### src/rtl/quad_tick_decoder.sv
`default_nettype none
// ============================================================================
//  Module      : quad_tick_decoder
//  Description : Front end for the encoder tick counter. Synchronises and
//                glitch-filters raw A/B quadrature channels, then decodes
//                Gray-code steps into a tick pulse, a toggling tick level,
//                direction and a wrap-around signed position. Illegal double
//                steps raise a sticky error flag instead of counting.
//  Revision    : 1.0 - initial release
// ============================================================================
module quad_tick_decoder #(
    parameter int FILTER_LEN = 4,
    parameter int POS_WIDTH  = 16
) (
    input  logic                 clk,
    input  logic                 rst_n,
    input  logic                 ce,
    input  logic                 enc_a,
    input  logic                 enc_b,
    input  logic                 clr_pos,
    output logic                 tick,
    output logic                 tick_lvl,
    output logic                 dir,
    output logic [POS_WIDTH-1:0] position,
    output logic                 err
);

    // Filter counter value on which a persistent new level is accepted.
    localparam logic [7:0] c_filt_last = 8'(FILTER_LEN - 1);

    // Bit 1 is channel A, bit 0 is channel B, so w_filt reads directly as {A,B}.
    logic [1:0] w_raw;
    logic [1:0] w_filt;

    assign w_raw = {enc_a, enc_b};

    generate
        for (genvar gi = 0; gi < 2; gi++) begin : g_chan
            logic       r_sync1;
            logic       r_sync2;
            logic       r_filt;
            logic [7:0] r_cnt;

            // Two-flop synchroniser; runs regardless of ce.
            always_ff @(posedge clk or negedge rst_n) begin
                if (!rst_n) begin
                    r_sync1 <= 1'b0;
                    r_sync2 <= 1'b0;
                end else begin
                    r_sync1 <= w_raw[gi];
                    r_sync2 <= r_sync1;
                end
            end

            // Level filter: a new level must persist FILTER_LEN cycles before it is accepted.
            always_ff @(posedge clk or negedge rst_n) begin
                if (!rst_n) begin
                    r_filt <= 1'b0;
                    r_cnt  <= 8'd0;
                end else if (r_sync2 == r_filt) begin
                    r_cnt <= 8'd0;
                end else if (r_cnt == c_filt_last) begin
                    r_filt <= r_sync2;
                    r_cnt  <= 8'd0;
                end else begin
                    r_cnt <= r_cnt + 8'd1;
                end
            end

            assign w_filt[gi] = r_filt;
        end
    endgenerate

    logic [1:0] r_prev;
    logic       w_fwd;
    logic       w_rev;
    logic       w_ill;
    logic       w_count;

    // Classify the step from the previous filtered state to the current one.
    always_comb begin
        w_fwd = 1'b0;
        w_rev = 1'b0;
        w_ill = 1'b0;
        case ({r_prev, w_filt})
            4'b00_10, 4'b10_11, 4'b11_01, 4'b01_00: w_fwd = 1'b1;
            4'b00_01, 4'b01_11, 4'b11_10, 4'b10_00: w_rev = 1'b1;
            4'b00_11, 4'b11_00, 4'b01_10, 4'b10_01: w_ill = 1'b1;
            default: ;
        endcase
    end

    assign w_count = ce & (w_fwd | w_rev);

    // Previous state tracks the filtered state every cycle so re-enabling ce never counts late.
    always_ff @(posedge clk or negedge rst_n) begin
        if (!rst_n) begin
            r_prev <= 2'b00;
        end else begin
            r_prev <= w_filt;
        end
    end

    // Tick pulse, tick level and direction follow each counted step; clr_pos does not affect them.
    always_ff @(posedge clk or negedge rst_n) begin
        if (!rst_n) begin
            tick     <= 1'b0;
            tick_lvl <= 1'b0;
            dir      <= 1'b1;
        end else begin
            tick <= w_count;
            if (w_count) begin
                tick_lvl <= ~tick_lvl;
                dir      <= w_fwd;
            end
        end
    end

    // Position wraps modulo 2^POS_WIDTH; a clear on the same edge as a count wins.
    always_ff @(posedge clk or negedge rst_n) begin
        if (!rst_n) begin
            position <= '0;
        end else if (clr_pos) begin
            position <= '0;
        end else if (ce && w_fwd) begin
            position <= position + POS_WIDTH'(1);
        end else if (ce && w_rev) begin
            position <= position - POS_WIDTH'(1);
        end
    end

    // Sticky flag for double-bit steps seen while counting is enabled.
    always_ff @(posedge clk or negedge rst_n) begin
        if (!rst_n) begin
            err <= 1'b0;
        end else if (clr_pos) begin
            err <= 1'b0;
        end else if (ce && w_ill) begin
            err <= 1'b1;
        end
    end

endmodule
`default_nettype wire

### config.mk
export PLATFORM = sky130hd
export DESIGN_NAME = quad_tick_decoder
export DESIGN_NICKNAME = d
export VERILOG_FILES = /design/src/rtl/quad_tick_decoder.sv
export SDC_FILE = /design/constraint.sdc
export NUM_CORES = 1
export LEC_CHECK = 0
export CAP_MARGIN = 20
export CORE_ASPECT_RATIO = 0.8
export CORE_MARGIN = 1
export CORE_UTILIZATION = 30
export CTS_CLUSTER_SIZE = 30
export DETAILED_ROUTE_END_ITERATION = 10
export DONT_BUFFER_PORTS = 1
export GPL_TIMING_DRIVEN = 0
export SLEW_MARGIN = 10
export SYNTH_ARGS = -nofsm -noshare
export SYNTH_HDL_FRONTEND = slang
export SYNTH_SLANG_ARGS = --single-unit
### constraint.sdc
create_clock -name clk -period 3.7 [get_ports clk]
set_input_delay 0.925 -clock clk [delete_from_list [all_inputs] [get_ports clk]]
set_output_delay 0.925 -clock clk [all_outputs]
set_load 0.005 [all_outputs]
==> summary.md <==
• complete, no violations — result of the run
• reg -> reg — WS Path Type
• 0.48 ns — Reg2Reg Setup Slack
• position[13] — terminus of the critical flop-to-flop path
• 0.31 ns — clock network latency to the later pin of the worst-skew pair
• 310 — final-stage net count
• 0 — number of max-slew violations in the final report
• 394 — non-filler cells, final
• 0 — max_cap viols
• 0.480 ns — Worst Setup Slack, final
• 0.332 mV — Peak VDD IR
• 42.6% — sequential fraction of the synthesis area
• 0.894 — Final GP Congestion
• 0 — number of antenna violations at the first check in global routing
• 2590 µm² — post-synthesis cell area
• 2 — Max H-tree Level
• 311 MHz — achievable clock frequency
• 0 ns — Total Negative Setup Slacks
• 1984 — total number of vias
• 14.0 µm — post-detailed-route wirelength per cell
• 5.04 — routed vias/inst
• 1973 — number of global-route vias before repair
• 3960 µm — total half-perimeter wirelength after legalization and detailed placement
• 13.9% — overall global routing resource usage
• 21 — Max FO, Critical Path
• 31.8% — effective utilization at floorplan
• 29 — row count
• 49.6% — relative max-transition margin
• 87.0% — part of the cycle the worst path needs
• 100% — proportion of synthesized flip-flops having asynchronous set or reset
• 40 — distinct cell type count after synthesis
• 278 — Mapped Cells
• 34.9% — post-route core utilization
• 2 — Bufs on Longest Clock Path
• 852 — number of filler instances in the final layout
• 5 — total CTS buffers
• dfrtp_1 — dominant synthesized flop cell
• 3.22 ns — Min Clock Period, post-route
• 106 µm — Chip Width
• clkbuf_8 — CTS Root Cell
• 10 — number of cells on the worst reg-to-reg path
• 0.0146 ns — clock skew after layout
• 0.755 ns — transition time at the pin with the least slew margin
• 85.0 µm — Chip Height
• 44 — CTS sink cnt
• 1.27 nW — Leak Pwr
• register — Worst Setup Start Kind
• 303 — Syn Nets
• 86 — number of design-rule violations left by the first detailed-router iteration
• 386 — # placed instances
• 0 — Post-synth EDFFs
• 3.45 ns — Arr. time, crit path
• 0.198 ns — worst slack at placement
• 9980 µm — first-pass GRT wire length
• register — element type at the critical path end
• 5530 µm — total detailed-routing wirelength
• g_chan[0].r_filt — worst flop-to-flop path startpoint
• 3.93 ns — WP data required
• 0 — total count of hold-check failures in the final report
• 0 — endpoints failing setup
• 44 — register bit total from synthesis
• 0 — post_cts resized
• no — unrepaired setup endpoints after global routing
• 45 — pin count of the biggest net entering global routing
• 0 — count of hold-fix buffers inserted at cts
• 7.34% — share of post-route cells with drive strength above 1
• 9.30 µm² — synthesized area divided by synthesized cell count
• 0 — remaining routing DRC violations
• 4 — number of iterations in the first detailed-routing pass
• 9000 µm² — Total Die Area
• 0.10 ns — clock edge transition at the registers on the reported setup and hold paths
• built — CTS tree
• 9.68% — Layout area overhead
• 0 — grt total ovfl
• 0 — number of nets with antenna violations after detailed routing
• 0 — synth warn
• 0 — antenna fix cells
• 26 — num ports
• 8130 µm² — placeable core region
• 0 — number of setup buffers added after CTS
• 0 — count of buffers inserted at the top-level ports
• in -> async — type of the most critical hold path
• 966 nW/µm² — PD cells
-- per-layer routing --
metal / routed length (µm) / global-route usage (%) / vias up
li1: - / - / 991
met4: 59 / 4.17 / 0
met5: 0 / 0 / -
met1: 2820 / 20.6 / 944
met3: 276 / 2.84 / 6
met2: 2370 / 20.1 / 43
-- cells in the final DEF, fill, tap and decap left out, types with 5 or more instances in the layout --
cell,instances
and3_1,6
clkbuf_8,5
nand3_1,18
nand2_1,37
nor3_1,6
nor2_1,25
xnor2_1,18
dfrtp_1,43
xor2_1,14
o21ai_0,14
ha_1,18
a21oi_1,26
a21o_1,5
-- registers in the layout, summed over array words and instances, names as in the netlist --
name and count:
dir 1, r_prev 2, g_chan.r_cnt 16, tick 1, g_chan.r_sync2 2, position 16, g_chan.r_sync1 2, tick_lvl 1
err 1, g_chan.r_filt 2
-- worst max-delay path, stage by stage (launching register included) --
cell	delay, ns
dfrtp_1	0.45
xnor2_1	0.26
nor3b_2	0.27
inv_1	0.39
ha_1	0.50
a21oi_1	0.30
o211ai_1	0.17
a21oi_1	0.35
o21bai_1	0.15
xnor2_1	0.13
o21ai_0	0.16
-- synth_stat cells (4+ instances only) --
cell	instances	area share (%)
a21oi_1	26	5.0
xor2_1	14	4.7
nor2_1	25	3.6
inv_1	4	0.58
xnor2_1	18	6.1
and3_1	6	1.5
nand3_1	18	3.5
nand2_1	37	5.4
nor3_1	6	1.2
ha_1	18	8.7
o21ai_0	14	2.7
o211ai_1	4	1.2
a21o_1	5	1.5
buf_2	4	0.77
o21bai_1	4	1.2
dfrtp_1	43	42
-- how the worst max path moves through the flow --
stage,slack (ns),end,from
finish,0.48,position[13],g_chan[0].r_filt
detailed placement,0.20,position[13],ce
floorplan,0.74,position[13],ce
global placement,0.23,position[13],ce
CTS,0.45,position[13],g_chan[0].r_filt
global route,0.08,position[13],g_chan[0].r_filt
-- power by group --
part	internal, W	switching (W)	leakage, nW	total, W
sequential	0.000601	0.000129	0.578	0.000731
clock	0.000204	0.000185	0.0548	0.000389
combinational	0.000675	0.000945	0.637	0.00162
total	0.00148	0.00126	1.27	0.00274
-- stage by stage --
stage	hold slack (ns)	area, µm²	power (W)
6_report	0.300	2840	0.00274
5_1_grt	0.277	2840	0.00303
4_1_cts	0.291	2840	0.00276
3_5_place_dp	0.339	2720	0.00234
3_3_place_gp	0.332	2720	0.00232
2_1_floorplan	0.331	2590	0.00203
-- logic make-up after synthesis --
group	Yosys count	share of synthesized area [%]
AND/OR/NAND/NOR	104	18.7
AO/OA/AOI/OAI	63	14.8
flip-flops	44	42.6
XOR/XNOR	32	10.8
adder cells (fa/ha/maj)	19	9.48
buffers and inverters	14	2.66
multiplexers	2	0.871
-- final cells by class --
class / instances / area (µm²) / share of cell area, %
multi-input combinational: 220 / 1420 / 49.9
sequential: 44 / 1100 / 38.9
tap: 108 / 135 / 4.76
clock buffer: 5 / 68.8 / 2.43
buffer: 9 / 47.5 / 1.68
clock inverter: 3 / 46.3 / 1.63
inverter: 5 / 21.3 / 0.750
Note: power is estimated with default switching activity, not from simulation.
